===== src/rtl/shift_register_seq.sv =====
// Sequencing shift register for the divisor datapath: parallel load plus a
// self-timed burst of up to 2*WL one-bit shifts in one of four modes.
module shift_register_seq #(
  parameter int WL = 4,
  localparam int CW = $clog2(2*WL)+1
) (
  input  logic            CLK,
  input  logic            RST,
  input  logic            Load,
  input  logic            Start,
  input  logic [1:0]      Mode,
  input  logic [CW-1:0]   Count,
  input  logic            SerialIn,
  input  logic [2*WL-1:0] d,
  output logic [2*WL-1:0] q,
  output logic            Busy,
  output logic            Done,
  output logic            ShiftOut
);

  localparam int W = 2*WL;
  localparam logic [CW-1:0] W_C = CW'(W);

  typedef enum logic [1:0] {
    IDLE  = 2'b00,
    SHIFT = 2'b01,
    DONE  = 2'b10
  } state_t;

  state_t        state_r, state_s;
  logic [W-1:0]  q_r, q_s;
  logic          so_r, so_s;
  logic [1:0]    mode_r, mode_s;
  logic [CW-1:0] rem_r, rem_s;
  logic [CW-1:0] n_eff_s;
  logic [W:0]    shift_res_s;

  // One shift step; the result is {expelled bit, new register value}.
  function automatic logic [W:0] shift_f(input logic [W-1:0] qv,
                                         input logic [1:0]   mv,
                                         input logic         sin);
    logic [W:0] r;
    case (mv)
      2'b00:   r = {qv[W-1], qv[W-2:0], sin};
      2'b01:   r = {qv[0], sin, qv[W-1:1]};
      2'b10:   r = {qv[0], qv[W-1], qv[W-1:1]};
      2'b11:   r = {qv[W-1], qv[W-2:0], qv[W-1]};
      default: r = {1'b0, qv};
    endcase
    return r;
  endfunction

  assign n_eff_s     = (Count > W_C) ? W_C : Count;
  assign shift_res_s = shift_f(q_r, mode_r, SerialIn);

  // Next-state and datapath decode.
  always_comb begin
    state_s = state_r;
    q_s     = q_r;
    so_s    = so_r;
    mode_s  = mode_r;
    rem_s   = rem_r;
    case (state_r)
      IDLE: begin
        if (Load) begin
          q_s  = d;
          so_s = 1'b0;
        end else if (Start) begin
          mode_s = Mode;
          if (n_eff_s == {CW{1'b0}}) begin
            state_s = DONE;
          end else begin
            rem_s   = n_eff_s;
            state_s = SHIFT;
          end
        end else begin
          state_s = IDLE;
        end
      end
      SHIFT: begin
        q_s   = shift_res_s[W-1:0];
        so_s  = shift_res_s[W];
        rem_s = rem_r - CW'(1);
        if (rem_r == CW'(1)) begin
          state_s = DONE;
        end else begin
          state_s = SHIFT;
        end
      end
      DONE:    state_s = IDLE;
      default: state_s = IDLE;
    endcase
  end

  // State and datapath registers; reset aborts any burst without a Done.
  always_ff @(posedge CLK or posedge RST) begin
    if (RST) begin
      state_r <= IDLE;
      q_r     <= {W{1'b0}};
      so_r    <= 1'b0;
      mode_r  <= 2'b00;
      rem_r   <= {CW{1'b0}};
    end else begin
      state_r <= state_s;
      q_r     <= q_s;
      so_r    <= so_s;
      mode_r  <= mode_s;
      rem_r   <= rem_s;
    end
  end

  assign q        = q_r;
  assign ShiftOut = so_r;
  assign Busy     = (state_r == SHIFT);
  assign Done     = (state_r == DONE);

endmodule


===== config.mk =====
export PLATFORM = sky130hd
export DESIGN_NAME = shift_register_seq
export DESIGN_NICKNAME = d
export VERILOG_FILES = /design/src/rtl/shift_register_seq.sv
export SDC_FILE = /design/constraint.sdc
export NUM_CORES = 1
export LEC_CHECK = 0
export CORE_MARGIN = 10
export CORE_UTILIZATION = 39
export CTS_BUF_LIST = sky130_fd_sc_hd__clkbuf_16
export CTS_CLUSTER_SIZE = 28
export DETAILED_ROUTE_END_ITERATION = 16
export PLACE_DENSITY = 0.67
export SYNTH_ARGS = -nofsm -noshare
export SYNTH_HDL_FRONTEND = slang
export SYNTH_SLANG_ARGS = --single-unit

===== constraint.sdc =====
create_clock -name CLK -period 1.9 [get_ports CLK]
set_clock_uncertainty 0.1 [all_clocks]
set_input_delay 0.19 -clock CLK [delete_from_list [all_inputs] [get_ports CLK]]
set_output_delay 0.19 -clock CLK [all_outputs]
set_load 0.01 [all_outputs]

# --- Word-level counts from Yosys, hierarchy flattened ---
# Cells that the tools add are included.
word_totals:
  inputBits: 19
  elab_cells: 43
  ff_bits: 17
  output_inout_bits: 11
op_classes:
  n_eq_ne: 11
  mux: 15
  n_bitwise: 1
  n_reduce_logical: 8
  order_cmp: 1
  addsub: 1
op_table:
  columns: ["op", "count"]
  rows:
  - ["$pmux W9 S4", 1]
  - ["$mux W4", 4]
  - ["$pmux W8 S2", 1]
  - ["$ne A2 B2 Y1 const B", 5]
  - ["$mux W2", 4]
  - ["$mux W8", 1]
  - ["$pmux W4 S2", 1]
  - ["$eq A2 B2 Y1 const B", 3]
  - ["$reduce_and A3 Y1", 2]
  - ["$eq A2 B1 Y1 const B", 2]
  - ["$eq A4 B1 Y1 const B", 1]
  - ["$gt A4 B4 Y1 const B", 1]
  - ["$logic_not A2 Y1", 2]
  - ["$logic_not A4 Y1", 1]
  - ["$pmux W2 S2", 1]
  - ["$reduce_and A4 Y1", 1]
  - ["$sub A4 B1 Y4 const B", 1]
  - ["$pmux W1 S2", 1]
  - ["$reduce_and A2 Y1", 1]
  - ["$reduce_bool A2 Y1", 1]
  - ["$mux W1", 1]
  - ["$not A1 Y1", 1]

# --- Longest topological paths before layout ---
# Gate-level depths: netlist of run 1.
logic_depth:
  depth_word: 7
  ltp_mapped: 6

# --- Worst setup path before layout of run 1 ---
# No wires, ideal clock.
synth_timing:
  path_kind: "reg-to-reg"
  startpoint: "register state_r[1]"
  endpoint: "register mode_r[0]"
  path_stages_with_launch: 5
  required_ns: 1.675
  arrival_time_ns: 1.379
  setup_ns: 0.125
  path_slack_ns: 0.296
  n_path_buf: 1
  path_cell_list: "dfrtp_1 buf_2 or3b_1 nor2_1 mux2_2"
synth_via:
  elab_chain_len: 2
synth_lines:
  columns: ["element", "line_no", "source"]
  rows:
  - ["from (decl)", "30", "state_t state_r, state_s;"]
  - ["from (signal assigned)", "104", "state_r <= state_s;"]
  - ["$logic_not A2 Y1", "63", "case (state_r)"]
  - ["$reduce_and A3 Y1 (no line)", null, null]
  - ["to (signal assigned)", "107", "mode_r <= mode_s;"]
  - ["to (decl)", "33", "logic [1:0] mode_r, mode_s;"]
# No other way between the ends.
# A chain may end at the register's enable or synchronous reset.

# --- Final worst setup path of run 1 ---
layout_timing:
  startpoint: "register state_r[1]"
  endpoint: "output port Busy"
layout_via:
  elab_chain_len: 1
layout_lines:
  columns: ["element", "line_no", "source"]
  rows:
  - ["$eq A2 B1 Y1", "114", "assign Busy = (state_r == SHIFT);"]
  - ["to (decl)", "16", "output logic Busy,"]
# No other way between the ends.

==> impl_results.md, run 1 <==
* Status: finished, final reports clean
* Clk buf depth at 2
* Num rows at 19
* Cells after synthesis at between 100 and 150
* Yosys cell types at 40
* CP arrival at approximately 1.5 ns
* Leakage at 0.674 nW
* Met2 Wirelength at between 1000 and 1500 µm
* Wire per inst at approximately 16 µm
* Final setup margin at ~0.11 ns
* Num Clock Sinks at 17
* CP Class: register to primary output
* Period utilization at a little over nine tenths
* Max cap viols at 0
* Max transition margin at approximately three quarters
* Pre-CTS WS at 0.0601 ns
* Routability Congestion at 0.803
* Vias at 1,036
* Max FO, Critical Path at 8
* CTS tree: yes
* Max frequency at 560 MHz
* Final Hold Vio Count at 0
* R2R depth at 3
* RSZ-0062 raised after global routing: no
* Dpl hpwl at 2300 µm
* Setup TNS at 0 ns
* Grt ovf at 0
* # setup viols final at 0
* Crit path time final at 1.79 ns
* CP Launch Type: register
* Number of port buffers at 29
* CTS clk-pin slew, worst paths at around 0.050 ns
* Synth Register Bits at 17
* Fin nets at about 180
* Slowest CP cell: clkdlybuf4s50_1
* Synth-to-layout area growth at 40.3%
* Total Wirelength at between 2000 and 3000 µm
* Slowest stage delay, CP at 0.53 ns
* Synthesized cell area at between 0.001 and 0.0015 mm²
* Antenna violations before repair at 0
* Die H at ~74 µm
* Final slew viol count at 0
* Largest net degree at the start of global routing at 20
* Cts bufs inserted at 3
* Seq/Total Area, Yosys at a little under two fifths
* PD cells at 1650 mW/mm²
* First-pass GRT wire length at ~4900 µm
* Slew @ Worst Pin at ~0.36 ns
* Hold Path Class: primary input to asynchronous set/reset pin
* Sequential cell area at approximately 430 µm²
* Die width at approximately 74 µm
* Initial Util at between 40% and 50%
* Critical Path RT at roughly 1.6 ns
* Vias in the first global route at 1,041
* Drt pass-1 iters at 4
* CP Cell Sequence: nand2b_1 > inv_2 > clkdlybuf4s50_1
* Clock latency on the worst-skew pair at 0.25 ns
* Synth warn at 0
* Multi-input gate area at between 600 and 700 µm²
* M1 WL at approximately 1300 µm
* Met3 Routed Length at 227 µm
* Syn Area/Cell at 9.64 µm²
* Peak VDD IR at 1.21 mV
* Detailed Route Iter0 Violations at 60
* ANT cells at 0
* Hold Buf Count CTS at 0
* Remaining DRCs at 0
* Filler cells at between 200 and 300
* Clock Tree Root: clkbuf_16
* Highest metal used: met4
* Synthesized Nets at 138
* Share of layout cells above drive strength 1 at approximately a fifth
* Detail Route Antenna Nets at 0
* Crit path capture type: primary output
* Io pins at 30
* GRT Total Usage at around 11%
* CTS H-Tree Depth at 1
* Vias per inst at around 5.6
* DIE AREA at about 0.0054 mm²
* CORE AREA at roughly 0.0028 mm²
-- per-stage QoR --
stage | utilization [%] | area [µm²] | hold slack, ns | power, W | std cells
finish | 57.4 | 1580 | 0.152 | 0.00260 | 184
global route | 57.4 | 1580 | 0.220 | 0.00280 | 184
CTS | 57.3 | 1580 | 0.157 | 0.00263 | 184
detailed placement | 54.4 | 1500 | 0.382 | 0.00220 | 180
global placement | 54.4 | 1500 | 0.372 | 0.00216 | 180
floorplan | - | 1130 | 0.0161 | 0.00164 | 117
-- cell usage in the layout, fill, tap and decap left out, types with 3 or more instances in the layout --
cell type and count:
or3b_2 3, clkdlybuf4s50_1 29, a221oi_1 3, o21ai_0 7, clkbuf_16 3, mux2i_1 6
a21oi_1 6, or2_2 3, inv_1 9, o21bai_1 4, nor2_1 10, buf_4 10
dfrtp_1 16, nor3b_1 5
-- logic make-up (layout without fill, tap and decap cells) --
family                     after synthesis  in the layout  synth area share, %
AOI/OAI and AO/OA                       35             35                 22.4
DFF                                     17             17                 37.7
and+or+nand+nor                         36             36                 20.1
xor gates and xnor gates                 2              2                 3.22
buffers and inverters                   16             52                 5.66
adders and majority gates                2              2                 2.22
muxes                                    9              9                 8.66
-- flip-flops by register name, summed over array words and instances, names as in the netlist --
name / cells
rem_r: 4
mode_r: 2
state_r: 2
q: 8
ShiftOut: 1
-- timing repair --
action | CTS | global route
setup buffers | 0 | 0
resized for setup | 0 | 1
endpoints found under the setup margin | 0 | 2
-- synth_stat cells --
| cell | count | area, µm² |
|---|---|---|
| o311ai_0 | 2 | 17.5 |
| a21bo_2 | 1 | 10.0 |
| xnor2_4 | 1 | 27.5 |
| ha_1 | 2 | 25.0 |
| a211o_1 | 1 | 8.76 |
| o221a_1 | 1 | 11.3 |
| a31oi_1 | 1 | 6.26 |
| o21ai_0 | 7 | 35.0 |
| or2_2 | 3 | 18.8 |
| nor4_1 | 2 | 12.5 |
| nor2b_1 | 2 | 12.5 |
| clkbuf_1 | 4 | 15.0 |
| mux2i_1 | 6 | 60.1 |
| nand3b_1 | 1 | 7.51 |
| a32oi_1 | 1 | 8.76 |
| o22ai_1 | 1 | 6.26 |
| nor3b_1 | 5 | 37.5 |
| nor3_1 | 1 | 5.00 |
| nor2_1 | 10 | 37.5 |
| mux2_4 | 1 | 15.0 |
| a22oi_1 | 2 | 15.0 |
| o41ai_1 | 1 | 8.76 |
| nor4bb_1 | 2 | 20.0 |
| and3b_2 | 2 | 20.0 |
| o221a_2 | 2 | 22.5 |
| inv_1 | 8 | 30.0 |
| a21oi_1 | 6 | 30.0 |
| nand2_1 | 2 | 7.51 |
| mux2_2 | 2 | 22.5 |
| a221oi_1 | 3 | 26.3 |
| xnor2_1 | 1 | 8.76 |
| or3b_2 | 3 | 26.3 |
| dfrtp_1 | 17 | 425 |
| inv_2 | 1 | 3.75 |
| nand2b_1 | 2 | 12.5 |
| buf_2 | 3 | 15.0 |
| o21bai_1 | 4 | 30.0 |
| or3b_1 | 1 | 8.76 |
| a211oi_1 | 1 | 7.51 |
| o221ai_1 | 1 | 8.76 |
-- worst max-delay path: cells and delay by family (launching register included) --
kind | cells | cell delay [ns]
buffers and inverters | 2 | 0.60
AND/OR/NAND/NOR | 1 | 0.20
flip-flops | 1 | 0.45
-- cell type report --
cell class                 count  area share [%]
clock buffer                   3            4.75
multi-input combinational     84            40.3
inverter                       9            2.14
tap                           31            2.45
timing repair buffer          39            23.1
sequential                    17            27.0
clock inverter                 1           0.237
-- layer usage --
metal	track usage [%]	vias to the layer above
met5	0	-
li1	-	511
met2	17.9	29
met3	3.50	2
met4	3.73	0
met1	13.6	494
-- worst paths after layout --
| kind | startpoint | to | slack [ns] |
|---|---|---|---|
| worst max-delay path | state_r[1] | Busy | 0.11 |
| worst min-delay path | RST | mode_r[0] | 0.15 |
| worst max register to register | state_r[1] | mode_r[0] | 0.26 |
| worst min register to register | ShiftOut | ShiftOut | 0.38 |
| max in group asynchronous | RST | state_r[1] | 1.33 |
| min in group CLK | ShiftOut | ShiftOut | 0.38 |
-- report_power, final --
group | switching, W | internal [W]
registers | 0.000217 | 0.000546
clock network | 0.000142 | 0.000280
logic | 0.000613 | 0.000804
Power figures use the tool's default switching activity.
==> run 2: changes to the inputs <==
--- a/config.mk
+++ b/config.mk
@@ -5,12 +5,14 @@
 export SDC_FILE = /design/constraint.sdc
 export NUM_CORES = 1
 export LEC_CHECK = 0
+export CELL_PAD_IN_SITES_DETAIL_PLACEMENT = 1
+export CELL_PAD_IN_SITES_GLOBAL_PLACEMENT = 1
 export CORE_MARGIN = 10
-export CORE_UTILIZATION = 39
+export CORE_UTILIZATION = 36
 export CTS_BUF_LIST = sky130_fd_sc_hd__clkbuf_16
 export CTS_CLUSTER_SIZE = 28
 export DETAILED_ROUTE_END_ITERATION = 16
-export PLACE_DENSITY = 0.67
+export PLACE_DENSITY_LB_ADDON = 0.1
 export SYNTH_ARGS = -nofsm -noshare
 export SYNTH_HDL_FRONTEND = slang
 export SYNTH_SLANG_ARGS = --single-unit
==> impl_results.md, run 2 (same netlist as run 1, synthesis figures left out) <==
* Clock latency on the worst-skew pair at 0.25 ns (about the same)
* Grt ovf at 0 (unchanged)
* Vias at 1,072 (+3.5%)
* Vias in the first global route at 1,224 (+18%)
* Clk buf depth at 2 (unchanged)
* Num Clock Sinks at 17 (unchanged)
* Max frequency at 561 MHz (+0.19%)
* Wire per inst at 17.0 µm (+5.9%)
* Die width at 76.0 µm (+3.0%)
* GR Util met3 at 2.59% (-0.90 points)
* CP Launch Type: register
* Fin nets at 178 (+1.7%)
* Synth-to-layout area growth at 43.8%
* Hold Buf Count CTS at 0 (unchanged)
* Logic pwr share at 55.4% (+0.9 points)
* CP arrival at 1.49 ns (about the same)
* Vias per inst at 5.36 (-4.8%)
* Share of layout cells above drive strength 1 at 21.8% (+2.2 points)
* Die H at 76.0 µm (+3.0%)
* Critical Path RT at 1.61 ns (about the same)
* Sw Pwr at 0.00102 W (+4.9%)
* Slowest stage delay, CP at 0.54 ns (about the same)
* # setup viols final at 0 (unchanged)
* Routability Congestion at 0.860 (+7.0%)
* Detailed Route Iter0 Violations at 30 (-50%)
* GR Util met2 at 21.8% (+3.9 points)
* Dpl hpwl at 2680 µm (+17%)
* CORE AREA at 0.00303 mm² (+9.8%)
* Global-route met1 utilization at 13.2% (-0.44 points)
* CTS tree: yes
* PD cells at 1640 mW/mm² (-0.23%)
* Number of port buffers at 29 (unchanged)
* Slew @ Worst Pin at 0.484 ns (+0.122 ns)
* Remaining DRCs at 0 (unchanged)
* RSZ-0062 raised after global routing: no
* Initial Util at 37.2% (-3.6 points)
* CTS clk-pin slew, worst paths at 0.06 ns (about the same)
* DIE AREA at 0.00577 mm² (+6.0%)
* Hold Path Class: primary input to asynchronous set/reset pin
* First-pass GRT wire length at 5870 µm (+21%)
* GRT Total Usage at 11.9% (+0.75 points)
* CP Class: register to primary output
* Switching share of power at 38.3% (+0.94 points)
* Total Wirelength at 3400 µm (+15%)
* Leakage at 0.687 nW (+1.9%)
* Period utilization at 93.8% (-0.18 points)
* Slowest CP cell: clkdlybuf4s50_1
* Setup TNS at 0 ns (unchanged)
* Final slew viol count at 0 (unchanged)
* Final Hold Vio Count at 0 (unchanged)
* Largest net degree at the start of global routing at 18 (-10%)
* CP bufs+invs at 3 (+1)
* Filler cells at 358 (+35%)
* Max cap viols at 0 (unchanged)
* Max reg flops at 8 (unchanged)
* Cts bufs inserted at 3 (unchanged)
* Crit path capture type: primary output
* Crit path time final at 1.78 ns (-0.00346 ns)
* Status: finished, final reports clean
* CP Cell Sequence: buf_4 > inv_1 > nor2_1 > clkdlybuf4s50_1
* Drt pass-1 iters at 5 (+1)
* Part of the power in registers at 28.4% (-0.9 points)
* Detail Route Antenna Nets at 0 (unchanged)
* Overall Power at 0.00266 W (+2.3%)
* CTS H-Tree Depth at 1 (unchanged)
* Antenna violations before repair at 0 (unchanged)
* Max transition margin at 67.3% (-8.2 points)
* Most common cell after layout, fill and taps aside: clkdlybuf4s50_1
* Final std cells w/o fill at 200 (+8.7%)
* Clock Power Share at 16.2% (about the same)
* ANT cells at 0 (unchanged)
* Int Pwr at 0.00164 W (+0.76%)
* Io pins at 30 (unchanged)
* Most frequent cells in the layout: clkdlybuf4s50_1, dfrtp_1, buf_4
* Num rows at 20 (+1)
* Peak VDD IR at 0.741 mV (-39%)
* Clock Tree Root: clkbuf_16
* Placed insts at 195 (+8.3%)
* Max FO, Critical Path at 11 (+3)
* GRT Max-Usage Layer: met2
* CP top delay family: buffers and inverters
run 2: changes by cell type in the layout (fill, tap and decap cells not counted), sizes merged:
cell / change
buf: +3
clkinv: +1
inv: -1
run 2: stage by stage:
step	hold WS, ns	setup WS (ns)	utilization, %	instance area, µm²
floorplan	0.0161	0.296	-	1130
CTS	0.174	0.0196	53.3	1610
global placement	0.371	0.0639	50.6	1530
finish	0.160	0.117	53.6	1620
detailed placement	0.399	0.0320	50.6	1530
global route	0.192	0.0514	53.6	1620
run 2: worst reg2reg max path, stage by stage (launching register included):
cell and delay, ns:
dfrtp_2 0.41, or3b_1 0.46, nor2_1 0.19, mux2_2 0.35
run 2: layer usage:
layer | wire (µm) | part of all wire, % | vias to the layer above
met4 | 37 | 1.1 | 0
met2 | 1780 | 52 | 24
met5 | 0 | 0 | -
li1 | - | - | 511
met1 | 1470 | 43 | 533
met3 | 111 | 3.3 | 4
run 2: path summary, 6_finish.rpt:
kind                            start         end  slack [ns]  cells past startpoint
hold reg to reg              ShiftOut    ShiftOut        0.41                      2
hold / removal                    RST    rem_r[3]        0.16                      3
setup / recovery           state_r[1]        Done        0.12                      4
setup reg to reg           state_r[1]   mode_r[0]        0.27                      3
max in group asynchronous         RST  state_r[1]        1.32                      3
min in group CLK             ShiftOut    ShiftOut        0.41                      2
run 2: final cells by class:
cell class              instances  area [µm²]  share of cell area, %
multi-input cells              84         638                   39.4
clock inverters                 1        5.00                  0.309
well taps                      44        55.1                   3.40
repair buffers                 42         388                   23.9
inverters                       9        33.8                   2.08
clock buffers                   3        75.1                   4.63
flip-flops and latches         17         427                   26.3
run 2: power by group through the flow:
| stage | Clock (W) | Sequential (W) | Combinational, W |
|---|---|---|---|
| 2_1_floorplan | 0 | 0.000750 | 0.000890 |
| 3_3_place_gp | 0 | 0.000757 | 0.00144 |
| 3_5_place_dp | 0 | 0.000767 | 0.00148 |
| 4_1_cts | 0.000439 | 0.000763 | 0.00149 |
| 5_1_grt | 0.000468 | 0.000792 | 0.00162 |
| 6_report | 0.000432 | 0.000757 | 0.00147 |
run 2: what timing repair did:
action,4_1_cts,5_1_grt
setup endpoints to repair,1,1
resized for setup,1,0
pin swaps,0,0
buffers inserted,0,1
endpoints found under the hold margin,0,0
==> run 3: changes to the inputs <==
--- a/config.mk
+++ b/config.mk
@@ -7,7 +7,6 @@
 export LEC_CHECK = 0
 export CELL_PAD_IN_SITES_DETAIL_PLACEMENT = 1
 export CELL_PAD_IN_SITES_GLOBAL_PLACEMENT = 1
-export CORE_MARGIN = 10
 export CORE_UTILIZATION = 36
 export CTS_BUF_LIST = sky130_fd_sc_hd__clkbuf_16
 export CTS_CLUSTER_SIZE = 28
==> impl_results.md, run 3 (same netlist as run 1, synthesis figures left out) <==
* Remaining DRCs at 2 (+2)
* Worst r2r dst: mode_r[1]
* Post-CTS Setup Inserts at 0 (unchanged)
* Vias at 1,068 (-0.37%)
* Setup TNS at 0 ns (unchanged)
* CP Class: register to primary output
* Max cap viols at 0 (unchanged)
* # setup viols final at 0 (unchanged)
* Largest net degree at the start of global routing at 20 (+2)
* Grt ovf at 0 (unchanged)
* M1 WL at 1430 µm (-2.9%)
* Met3 Routed Length at 130 µm (+17%)
* ANT cells at 0 (unchanged)
* Period utilization at 93.5% (-0.30 points)
* Critical Path RT at 1.61 ns (about the same)
* CORE AREA at 0.00285 mm² (-5.8%)
* Routability Congestion at 0.776 (-9.8%)
* Final hold slack at 0.176 ns (+0.0159 ns)
* Peak VDD IR at 0.744 mV (+0.43%)
* Status: finished, violations left
* Crit path capture type: primary output
* Initial Util at 39.5% (+2.3 points)
* Highest metal used: met3
* Hold Buf Count CTS at 0 (unchanged)
* Post-CTS sizing at 0 (-1)
* Num Clock Sinks at 17 (unchanged)
* Fin nets at 177 (-0.56%)
* Placed insts at 182 (-6.7%)
* Most common cell after layout, fill and taps aside: clkdlybuf4s50_1
* Filler cells at 328 (-8.4%)
* GRT Total Usage at 23.1% (+11 points)
* Hold Path Class: primary input to asynchronous set/reset pin
* Detailed Route Iter0 Violations at 22 (-27%)
* Crit path time final at 1.78 ns (-0.00579 ns)
* Finished Core Util at 56.1% (+2.5 points)
* Slew @ Worst Pin at 0.400 ns (-0.0838 ns)
* Dpl hpwl at 2470 µm (-7.9%)
* DIE AREA at 0.00336 mm² (-42%)
* Drt pass-1 iters at 10 (+5)
* Final std cells w/o fill at 186 (-7.0%)
* Vias per inst at 5.74 (+7.1%)
* Die width at 58.0 µm (-24%)
* R2R depth at 3 (unchanged)
* RSZ-0062 raised after global routing: no
* Total Wirelength at 3300 µm (-2.9%)
* Failing checks: DRC
* Cts bufs inserted at 3 (unchanged)
* First-pass GRT wire length at 5760 µm (-1.9%)
* Slowest CP cell: clkdlybuf4s50_1
* Num rows at 19 (-5.0%)
* Final slew viol count at 0 (unchanged)
* Max FO, Critical Path at 12 (+1)
* Max reg flops at 8 (unchanged)
* Clk buf depth at 2 (unchanged)
* Final Hold Vio Count at 0 (unchanged)
* Clock latency on the worst-skew pair at 0.25 ns (about the same)
* Met2 Wirelength at 1740 µm (-2.2%)
* Share of layout cells above drive strength 1 at 20.0% (-1.8 points)
* Max transition margin at 73.0% (+5.7 points)
* Max frequency at 563 MHz (+0.33%)
* Number of port buffers at 29 (unchanged)
* Slowest stage delay, CP at 0.54 ns (about the same)
* CTS clk-pin slew, worst paths at 0.05 ns (about the same)
* CP Cell Sequence: buf_6 > inv_1 > nor2_1 > clkdlybuf4s50_1
* Wire per inst at 17.7 µm (+4.4%)
* Most frequent cells in the layout: clkdlybuf4s50_1, dfrtp_1, buf_4
* CP arrival at 1.49 ns (about the same)
* Crit Reg-Reg Startpoint: state_r[1]
* PD cells at 1670 mW/mm² (+1.5%)
* CTS H-Tree Depth at 1 (unchanged)
* Detail Route Antenna Nets at 0 (unchanged)
* Synth-to-layout area growth at 41.8%
* Io pins at 30 (unchanged)
* CP Launch Type: register
* Clock Tree Root: clkbuf_16
* Antenna violations before repair at 0 (unchanged)
* Leakage at 0.686 nW (-0.15%)
* Vias in the first global route at 1,167 (-4.7%)
* Register-to-register setup slack at 0.25 ns (-0.02 ns)
* Die H at 58.0 µm (-24%)
* CTS tree: yes
-- run 3: changes by cell type in the layout (fill, tap and decap cells not counted), sizes merged --
cell / before / now
buf: 13 / 12
clkinv: 1 / 0
inv: 9 / 10
-- run 3: through the flow --
stage / setup slack, ns / power (W) / area, µm²
2_1_floorplan: 0.296 / 0.00164 / 1130
3_3_place_gp: 0.0679 / 0.00218 / 1520
3_5_place_dp: 0.0122 / 0.00224 / 1520
4_1_cts: 0.0838 / 0.00268 / 1600
5_1_grt: 0.0174 / 0.00288 / 1600
6_report: 0.123 / 0.00267 / 1600
-- run 3: layer usage --
| layer | global-route usage, % | vias up |
|---|---|---|
| li1 | - | 507 |
| met5 | 0 | - |
| met3 | 4.69 | 0 |
| met1 | 29.1 | 531 |
| met4 | 2.04 | 0 |
| met2 | 42.2 | 30 |
-- run 3: worst max path at each step --
| stage | from | end | slack (ns) | cells after the start |
|---|---|---|---|---|
| final | state_r[1] | Done | 0.12 | 4 |
| after global routing | state_r[1] | Done | 0.02 | 4 |
| after CTS | state_r[1] | Done | 0.08 | 4 |
| after detailed placement | Start | mode_r[1] | 0.01 | 4 |
| after global placement | Start | mode_r[0] | 0.07 | 4 |
| after floorplan | state_r[1] | mode_r[0] | 0.30 | 4 |
-- run 3: worst max-delay path: cells and delay by family, from the launching register on --
family	cells	cell delay, ns
and+or+nand+nor	1	0.08
buffers and inverters	3	0.76
DFF	1	0.39
-- run 3: cell type report --
cell class,count,area (µm²),area share (%)
Clock inverter,1,3.75,0.235
Timing Repair Buffer,41,384,24.0
Inverter,9,33.8,2.11
Tap cell,31,38.8,2.43
Sequential cell,17,425,26.6
Clock buffer,3,75.1,4.69
Multi-Input combinational cell,84,638,39.9
-- run 3: power breakdown --
group | internal (W) | switching [W]
logic | 0.000817 | 0.000656
registers | 0.000545 | 0.000222
clock network | 0.000280 | 0.000145
total | 0.00164 | 0.00102
